File: src/rtl/alu_ctrl_pkg.sv
// rtl/alu_ctrl_pkg.sv - ALU codes, operation classes, function/opcode constants, sequencer states
package alu_ctrl_pkg;

    typedef logic [3:0] alu_code_t;

    localparam alu_code_t ALU_AND    = 4'b0000;
    localparam alu_code_t ALU_OR     = 4'b0001;
    localparam alu_code_t ALU_ADD    = 4'b0010;
    localparam alu_code_t ALU_XOR    = 4'b0011;
    localparam alu_code_t ALU_NOR    = 4'b0100;
    localparam alu_code_t ALU_SLL    = 4'b0101;
    localparam alu_code_t ALU_SUB    = 4'b0110;
    localparam alu_code_t ALU_SLT    = 4'b0111;
    localparam alu_code_t ALU_SRL    = 4'b1000;
    localparam alu_code_t ALU_SRA    = 4'b1001;
    localparam alu_code_t ALU_SLTU   = 4'b1010;
    localparam alu_code_t ALU_LUI    = 4'b1011;
    localparam alu_code_t ALU_MULDIV = 4'b1100;

    typedef enum logic [2:0] {
        OP_MEM    = 3'b000,
        OP_BRANCH = 3'b001,
        OP_RTYPE  = 3'b010,
        OP_ITYPE  = 3'b011,
        OP_LUI    = 3'b100
    } alu_op_e;

    localparam logic [5:0] FN_SLL   = 6'b000000;
    localparam logic [5:0] FN_SRL   = 6'b000010;
    localparam logic [5:0] FN_SRA   = 6'b000011;
    localparam logic [5:0] FN_SLLV  = 6'b000100;
    localparam logic [5:0] FN_SRLV  = 6'b000110;
    localparam logic [5:0] FN_SRAV  = 6'b000111;
    localparam logic [5:0] FN_MULT  = 6'b011000;
    localparam logic [5:0] FN_MULTU = 6'b011001;
    localparam logic [5:0] FN_DIV   = 6'b011010;
    localparam logic [5:0] FN_DIVU  = 6'b011011;
    localparam logic [5:0] FN_ADD   = 6'b100000;
    localparam logic [5:0] FN_ADDU  = 6'b100001;
    localparam logic [5:0] FN_SUB   = 6'b100010;
    localparam logic [5:0] FN_SUBU  = 6'b100011;
    localparam logic [5:0] FN_AND   = 6'b100100;
    localparam logic [5:0] FN_OR    = 6'b100101;
    localparam logic [5:0] FN_XOR   = 6'b100110;
    localparam logic [5:0] FN_NOR   = 6'b100111;
    localparam logic [5:0] FN_SLT   = 6'b101010;
    localparam logic [5:0] FN_SLTU  = 6'b101011;

    localparam logic [5:0] OPC_ADDI  = 6'b001000;
    localparam logic [5:0] OPC_ADDIU = 6'b001001;
    localparam logic [5:0] OPC_SLTI  = 6'b001010;
    localparam logic [5:0] OPC_SLTIU = 6'b001011;
    localparam logic [5:0] OPC_ANDI  = 6'b001100;
    localparam logic [5:0] OPC_ORI   = 6'b001101;
    localparam logic [5:0] OPC_XORI  = 6'b001110;
    localparam logic [5:0] OPC_LUI   = 6'b001111;

    typedef enum logic {
        SEQ_IDLE = 1'b0,
        SEQ_BUSY = 1'b1
    } seq_state_e;

endpackage

File: src/rtl/muldiv_seq.sv
// rtl/muldiv_seq.sv - mult/div occupancy tracker: IDLE/BUSY FSM with a down-counter
module muldiv_seq #(
    parameter int MULDIV_LAT = 4
) (
    input  logic clock,
    input  logic reset,
    input  logic start,
    input  logic flush,
    output logic busy
);
    import alu_ctrl_pkg::*;

    localparam int CNT_W = $clog2(MULDIV_LAT + 1);

    seq_state_e       state_q, state_d;
    logic [CNT_W-1:0] cnt_q, cnt_d;

    always_ff @(posedge clock) begin
        if (reset) begin
            state_q <= SEQ_IDLE;
            cnt_q   <= '0;
        end else begin
            state_q <= state_d;
            cnt_q   <= cnt_d;
        end
    end

    // Counter holds remaining busy cycles after the current one; stalls do not pause it.
    always_comb begin
        state_d = state_q;
        cnt_d   = cnt_q;
        if (flush) begin
            state_d = SEQ_IDLE;
            cnt_d   = '0;
        end else begin
            case (state_q)
                SEQ_IDLE: begin
                    if (start) begin
                        state_d = SEQ_BUSY;
                        cnt_d   = CNT_W'(MULDIV_LAT - 1);
                    end
                end
                SEQ_BUSY: begin
                    if (cnt_q == '0) begin
                        state_d = SEQ_IDLE;
                    end else begin
                        cnt_d = cnt_q - CNT_W'(1);
                    end
                end
                default: begin
                    state_d = SEQ_IDLE;
                    cnt_d   = '0;
                end
            endcase
        end
    end

    assign busy = (state_q == SEQ_BUSY);

endmodule

File: src/rtl/alu_ctrl_stage.sv
// rtl/alu_ctrl_stage.sv - registered ALU-control decode stage; ALU_CTRL_MULDIV_EN enables mult/div sequencer
module alu_ctrl_stage #(
    parameter int NB_ALU_CONTROL = 4,
    parameter int NB_ALU_OP      = 3,
    parameter int NB_FUNCION     = 6,
    parameter int NB_OPCODE      = 6,
    parameter int MULDIV_LAT     = 4
) (
    input  logic                      i_clock,
    input  logic                      i_reset,
    input  logic                      i_valid,
    input  logic                      i_stall,
    input  logic                      i_flush,
    input  logic [NB_ALU_OP-1:0]      i_alu_op,
    input  logic [NB_FUNCION-1:0]     i_inst_funcion,
    input  logic [NB_OPCODE-1:0]      i_opcode,
    output logic                      o_ready,
    output logic                      o_valid,
    output logic [NB_ALU_CONTROL-1:0] o_alu_code,
    output logic                      o_shift_imm,
    output logic                      o_shift_var,
    output logic                      o_illegal,
    output logic                      o_busy
);
    import alu_ctrl_pkg::*;

    alu_code_t dec_code;
    logic      dec_imm;
    logic      dec_var;
    logic      dec_ill;
    logic      accept;

    always_comb begin
        dec_code = ALU_ADD;
        dec_imm  = 1'b0;
        dec_var  = 1'b0;
        dec_ill  = 1'b0;
        case (i_alu_op)
            OP_MEM:    dec_code = ALU_ADD;
            OP_BRANCH: dec_code = ALU_SUB;
            OP_LUI:    dec_code = ALU_LUI;
            OP_RTYPE: begin
                case (i_inst_funcion)
                    FN_ADD, FN_ADDU: dec_code = ALU_ADD;
                    FN_SUB, FN_SUBU: dec_code = ALU_SUB;
                    FN_AND:          dec_code = ALU_AND;
                    FN_OR:           dec_code = ALU_OR;
                    FN_XOR:          dec_code = ALU_XOR;
                    FN_NOR:          dec_code = ALU_NOR;
                    FN_SLT:          dec_code = ALU_SLT;
                    FN_SLTU:         dec_code = ALU_SLTU;
                    FN_SLL:  begin dec_code = ALU_SLL; dec_imm = 1'b1; end
                    FN_SRL:  begin dec_code = ALU_SRL; dec_imm = 1'b1; end
                    FN_SRA:  begin dec_code = ALU_SRA; dec_imm = 1'b1; end
                    FN_SLLV: begin dec_code = ALU_SLL; dec_var = 1'b1; end
                    FN_SRLV: begin dec_code = ALU_SRL; dec_var = 1'b1; end
                    FN_SRAV: begin dec_code = ALU_SRA; dec_var = 1'b1; end
`ifdef ALU_CTRL_MULDIV_EN
                    FN_MULT, FN_MULTU, FN_DIV, FN_DIVU: dec_code = ALU_MULDIV;
`endif
                    default: dec_ill = 1'b1;
                endcase
            end
            OP_ITYPE: begin
                case (i_opcode)
                    OPC_ADDI, OPC_ADDIU: dec_code = ALU_ADD;
                    OPC_SLTI:            dec_code = ALU_SLT;
                    OPC_SLTIU:           dec_code = ALU_SLTU;
                    OPC_ANDI:            dec_code = ALU_AND;
                    OPC_ORI:             dec_code = ALU_OR;
                    OPC_XORI:            dec_code = ALU_XOR;
                    OPC_LUI:             dec_code = ALU_LUI;
                    default:             dec_ill  = 1'b1;
                endcase
            end
            default: dec_ill = 1'b1;
        endcase
    end

    assign accept = i_valid & o_ready & ~i_stall & ~i_flush;

    // A flush looks like reset to the output register; a plain idle cycle only drops o_valid.
    always_ff @(posedge i_clock) begin
        if (i_reset || i_flush) begin
            o_valid     <= 1'b0;
            o_alu_code  <= ALU_ADD;
            o_shift_imm <= 1'b0;
            o_shift_var <= 1'b0;
            o_illegal   <= 1'b0;
        end else if (i_stall) begin
            o_valid     <= o_valid;
        end else if (accept) begin
            o_valid     <= 1'b1;
            o_alu_code  <= dec_code;
            o_shift_imm <= dec_imm;
            o_shift_var <= dec_var;
            o_illegal   <= dec_ill;
        end else begin
            o_valid     <= 1'b0;
        end
    end

`ifdef ALU_CTRL_MULDIV_EN
    muldiv_seq #(
        .MULDIV_LAT(MULDIV_LAT)
    ) u_muldiv_seq (
        .clock (i_clock),
        .reset (i_reset),
        .start (accept && (dec_code == ALU_MULDIV)),
        .flush (i_flush),
        .busy  (o_busy)
    );
`else
    assign o_busy = 1'b0;
`endif

    assign o_ready = ~o_busy;

endmodule

File: config.mk
export PLATFORM = sky130hd
export DESIGN_NAME = alu_ctrl_stage
export DESIGN_NICKNAME = d
export VERILOG_FILES = /design/src/rtl/alu_ctrl_pkg.sv /design/src/rtl/muldiv_seq.sv /design/src/rtl/alu_ctrl_stage.sv
export SDC_FILE = /design/constraint.sdc
export NUM_CORES = 1
export LEC_CHECK = 0
export CORE_MARGIN = 4
export CORE_UTILIZATION = 36
export DETAILED_ROUTE_END_ITERATION = 8
export PLACE_DENSITY = 0.79
export SLEW_MARGIN = 20
export SYNTH_ARGS = -nofsm -noshare
export SYNTH_HDL_FRONTEND = slang
export SYNTH_SLANG_ARGS = --single-unit
File: constraint.sdc
create_clock -name i_clock -period 1.4 [get_ports i_clock]
set_clock_uncertainty 0.2 [all_clocks]
set_input_delay 0.28 -clock i_clock [delete_from_list [all_inputs] [get_ports i_clock]]
set_output_delay 0.28 -clock i_clock [all_outputs]
set_load 0.02 [all_outputs]
### Yosys cells after proc, flatten, opt, wreduce, memory -nomap -nowiden

Cells that the tools add are included.

| storage, ports and cells | value |
|---|---|
| input port bits | 20 |
| bits in writable memories | 0 |
| bits in latches | 0 |
| bits in registers | 8 |
| output and inout bits | 10 |
| memories | 0 |
| memory bits (read-only) | 0 |

| operators by class | value |
|---|---|
| equal/unequal tests | 27 |
| $add $sub $neg | 0 |
| multipliers | 0 |
| bitwise logic cells | 4 |
| $lt $le $gt $ge | 0 |
| reduce and logical (&&, ||, !) cells | 13 |
| div/mod/pow operators | 0 |
| mux-type cells | 11 |
| shift operators | 0 |

Operators by type and width:

| kind | number |
|---|---|
| 6-bit equality test (second input constant) | 10 |
| 6-bit by 4-bit equality test with 1-bit output (second input constant) | 8 |
| 4-bit one-hot mux with 10 select lines | 1 |
| 4-bit one-hot mux with 6 select lines | 1 |
| 6-bit by 3-bit equality test with 1-bit output (second input constant) | 3 |
| 4-bit one-hot mux with 4 select lines | 1 |
| 16-bit OR reduction | 1 |
| 6-bit by 2-bit equality test with 1-bit output (second input constant) | 2 |
| 3-bit OR reduction | 3 |
| 2-bit OR reduction | 4 |
| 8-bit OR reduction | 1 |
| 1-bit 2-to-1 mux | 7 |
| 3-bit by 2-bit equality test with 1-bit output (second input constant) | 2 |
| 6-bit zero test | 1 |
| 3-bit by 1-bit equality test with 1-bit output (second input constant) | 1 |
| 3-bit equality test (second input constant) | 1 |
| 3-bit zero test | 1 |
| 1-bit one-hot mux with 3 select lines | 1 |
| 1-bit bitwise AND | 2 |
| 1-bit inverter | 2 |
| 2-bit AND reduction | 1 |
| 1-bit logical OR | 1 |

### Depth between registers and ports, before layout

Gate-level depths: netlist of the first run.

| logic depth | value |
|---|---|
| word-level depth | 4 |
| mapped depth | 5 |
| depth with buffers taken out | 4 |

### Worst setup path after synthesis of the first run

OpenSTA, ideal clock, no wires.

| timing path | value |
|---|---|
| kind | in2reg |
| start point | input port i_opcode[5] |
| end point | register o_alu_code[2] |
| data required time | 1.126 ns |
| cell stages on the path | 4 |
| arrival time | 1.142 ns |
| slack | -0.016 ns |
| cell sequence | or3b_4 > o41ai_2 > nand4b_1 > a31oi_1 |

| on the way | value |
|---|---|
| word-level cells in the longest chain between the ends | 3 |
| elaborated cells between the ends (all ways) | 8 |
| those cells by class | eq/ne (6); mux (2) |

Ends and longest elaborated chain:

| item | line | text |
|---|---|---|
| start, declared | alu_ctrl_stage.sv:16 | `input logic [NB_OPCODE-1:0] i_opcode,` |
| 6-bit by 4-bit equality test with 1-bit output | alu_ctrl_stage.sv:65 | `case (i_opcode)` |
| 4-bit one-hot mux with 6 select lines * | alu_ctrl_stage.sv:65 |  |
| 4-bit one-hot mux with 4 select lines * | alu_ctrl_stage.sv:38 | `case (i_alu_op)` |
| end signal, assigned | alu_ctrl_stage.sv:94 | `o_alu_code <= dec_code;` |
| end, declared | alu_ctrl_stage.sv:19 | `output logic [NB_ALU_CONTROL-1:0] o_alu_code,` |

Every way passes the cells marked *; elsewhere a longest branch is shown, timed or not.
A chain may end at the register's enable or synchronous reset.

### Worst setup path after layout of the first run

| timing path | value |
|---|---|
| start point | input port i_opcode[3] |
| end point | register o_alu_code[2] |

The elaborated chain is that of the path after synthesis.

==> results of run 1 <==
## metal layers
layer  track usage  part of all wire
met5             0                 0
met4        0.0691                 0
met3        0.0297             0.082
met2         0.285              0.52
met1         0.182              0.40
## sequential cells by signal (all words and copies together), names as in the netlist
| signal | cells |
|---|---|
| o_alu_code | 4 |
| o_valid | 1 |
| o_shift_imm | 1 |
| o_shift_var | 1 |
| o_illegal | 1 |
## cells by family (layout without fill, tap and decap cells)
family                    Yosys count  after routing
and+or+nand+nor                    36             36
AOI/OAI and AO/OA                  23             23
buffers and inverters              10             50
DFF                                 8              8
other                               2              2
muxes                               2              2
xor gates and xnor gates            1              1
## worst paths after layout
| path | slack, ns | cells past startpoint | end | startpoint |
|---|---|---|---|---|
| worst max-delay path | -0.02 | 5 | o_alu_code[2] | i_opcode[3] |
| worst min-delay path | 0.22 | 4 | o_alu_code[0] | i_inst_funcion[4] |
| worst max register to register | 0.31 | 4 | o_alu_code[0] | o_alu_code[0] |
| worst min register to register | 0.25 | 2 | o_valid | o_valid |
## critical path, stage by stage
cell and delay [ns]:
sky130_fd_sc_hd__clkdlybuf4s15_1 0.17, sky130_fd_sc_hd__or3b_4 0.43, sky130_fd_sc_hd__o41ai_2 0.24, sky130_fd_sc_hd__nand4b_1 0.14
sky130_fd_sc_hd__a31oi_1 0.15
## final cells by class
cell class / instances / area share
Tap cell: 25 / 0.0297
Sequential cell: 8 / 0.152
Inverter: 5 / 0.0178
Timing Repair Buffer: 42 / 0.321
Multi-Input combinational cell: 64 / 0.458
Clock buffer: 3 / 0.0214
## power by group
group	internal [W]	leakage, nW	switching (W)	total, W
Sequential	0.000231	0.0647	0.00000170	0.000233
Combinational	0.0000966	0.386	0.0000919	0.000188
Clock	0.0000980	0.0138	0.0000776	0.000176
Total	0.000426	0.465	0.000171	0.000597
## through the flow
stage	power [W]	TNS [ns]
3_3_place_gp	0.000420	-3.65
2_1_floorplan	0.000312	0
6_report	0.000597	-0.0181
3_5_place_dp	0.000424	-3.90
4_1_cts	0.000600	0
5_1_grt	0.000628	-0.118
## synthesized netlist by cell type, types with 2 or more instances
cell	n	share of area
sky130_fd_sc_hd__a21oi_1	5	0.039
sky130_fd_sc_hd__or3b_1	2	0.027
sky130_fd_sc_hd__conb_1	2	0.012
sky130_fd_sc_hd__buf_4	2	0.023
sky130_fd_sc_hd__nand4_1	2	0.019
sky130_fd_sc_hd__o21ai_0	5	0.039
sky130_fd_sc_hd__nand2_1	7	0.041
sky130_fd_sc_hd__nand3_1	3	0.023
sky130_fd_sc_hd__nand4b_1	2	0.027
sky130_fd_sc_hd__dfxtp_1	8	0.25
sky130_fd_sc_hd__nor2b_1	2	0.019
sky130_fd_sc_hd__clkbuf_1	2	0.012
sky130_fd_sc_hd__nor2_1	5	0.029
sky130_fd_sc_hd__mux2i_1	2	0.031
sky130_fd_sc_hd__inv_1	5	0.029
sky130_fd_sc_hd__nand2b_1	5	0.049
## timing repair
action                                  4_1_cts  5_1_grt
buffers inserted                              2        0
resized for setup                            46       18
endpoints found under the setup margin       16       12
pin swaps                                    14        3
==> parameters.txt, run 1 <==
Parameter                              Value

GRT
  Largest net degree at the start of global routing ... 8
  Overflow after GRT ... 0
  First-pass GRT wire length ... 3130 um
  Number of global-route vias before repair ... 731
  Total routing resource utilization after global routing ... 0.159
  Number of antenna violations at the first check in global routing ... 0

Timing
  Final setup fails ... 1
  Final WS setup ... -0.0181 ns
  Final number of hold-violating endpoints ... 0
  Worst hold slack ... 0.222 ns
  Maximum frequency from static timing analysis ... 0.705 GHz
  Min cycle time layout ... 1.42 ns
  Final Cycle Share ... 1.01
  Count of pins over their slew limit ... 0
  RSZ-0062 raised after global routing ... true

Floorplanning
  I/O pin count ... 30
  Initial Utilization ... 0.377
  Area of the core ... 1710 um^2
  Total die area ... 2530 um^2
  Number of placement rows ... 15
  Die outline width ... 50.3 um
  Vertical extent of the die ... 50.3 um

Setup path
  Critical path endpoint category ... flip-flop
  CP Class ... input port to flip-flop
  Required time at the endpoint of the critical path ... 1.38 ns
  Critical path fanouts, max ... 5
  CP Launch Type ... input port
  Data arrival time of the worst path ... 1.40 ns

Route
  Antenna-violating nets left ... 0
  Drt pass-1 iters ... 4
  Total routed wirelength ... 2000 um
  DR vias ... 759
  Average detailed-routed wire length per instance ... 13.6 um
  DR DRC count ... 0
  Number of vias per cell ... 5.16
  Number of DRC markers in iteration 0 ... 16

Logic synthesis
  Post-synthesis compound-gate area fraction ... 0.255
  EDFF count, synth ... 0
  Area of the mapped netlist ... 643 um^2
  Syn Nets ... 102
  Post-synthesis register bit count ... 8
  Yosys warning total ... 0
  XOR/XNOR Fraction of Synth Area ... 0.0136
  Part of the Yosys area used for sequential elements ... 0.249
  Unique cell type count in the Yosys netlist ... 39
  Mean instance size in the synthesized netlist ... 7.84 um^2
  Dominant combinational cell family by area after synthesis ... simple AND/OR/NAND/NOR gates
  Syn Inst Count ... 82
  Multiplexer share of the synthesized area ... 0.0311
  Area share of and/or/nand/nor cells after synthesis ... 0.368
  Post-synth ARST share ... 0
  Synth Area in Adders ... 0
  Main flop type after synthesis ... sky130_fd_sc_hd__dfxtp_1

Layout
  Fraction of layout instances using a drive strength above 1 ... 0.320
  Fin util ... 0.617
  Cell area after layout ... 1050 um^2
  Area Growth Syn to Fin ... 63.8%
  Final layout net count ... 144
  Number of standard cells in the layout, taps in and fillers out ... 147
  Most frequent cells in the layout ... 14 x sky130_fd_sc_hd__buf_4, 9 x sky130_fd_sc_hd__dlygate4sd2_1, 8 x sky130_fd_sc_hd__dfxtp_1
  Sequential cell area ... 160 um^2
  Area of the multi-input gates ... 483 um^2
  Most frequent standard cell in the layout excluding fill and tap cells ... sky130_fd_sc_hd__buf_4
  Diode count ... 0
  Fill cell count ... 163

Status
  Result of the run ... complete, but fails checks
  Violated checks ... setup timing

Placed design
  Total half-perimeter wirelength after legalization and detailed placement ... 1510 um
  Cell area after placement ... 1010 um^2
  Routability Congestion ... 0.827
  Number of buffer cells added on primary ports ... 27
  Worst setup timing slack at the placement stage ... -0.580 ns
  Cell total after placement ... 142

Clock tree
  Cts hold-fix bufs ... 0
  TritonCTS clock tree ... built
  Number of buffers added by the clock tree synthesis step ... 3
  Latest clock arrival within the worst-skew pair ... 0.25 ns
  Deepest level of the CTS H-tree ... 1
  Clock Tree Buf Depth ... 2
  Master cell of the clock root buffer ... sky130_fd_sc_hd__clkbuf_4
  CTS clock-pin slew for the worst setup and hold paths ... 0.05 ns
  Sink Count ... 8

Pwr
  Static power due to leakage ... 0.465 nW
  Maximum ir drop on the vdd rail ... 0.000225 V
  PwrDens ... 567 nW/um^2

Job
  Max-Cap Viols ... 0

Min path
  Class of the worst hold path ... input port to flip-flop
Power figures use the tool's default switching activity.
==> inputs of run 2 (changes only) <==
- CAP_MARGIN: default -> 40
==> results of run 2 <==
The final DEF is identical to that of run 1; final timing and power are the same.
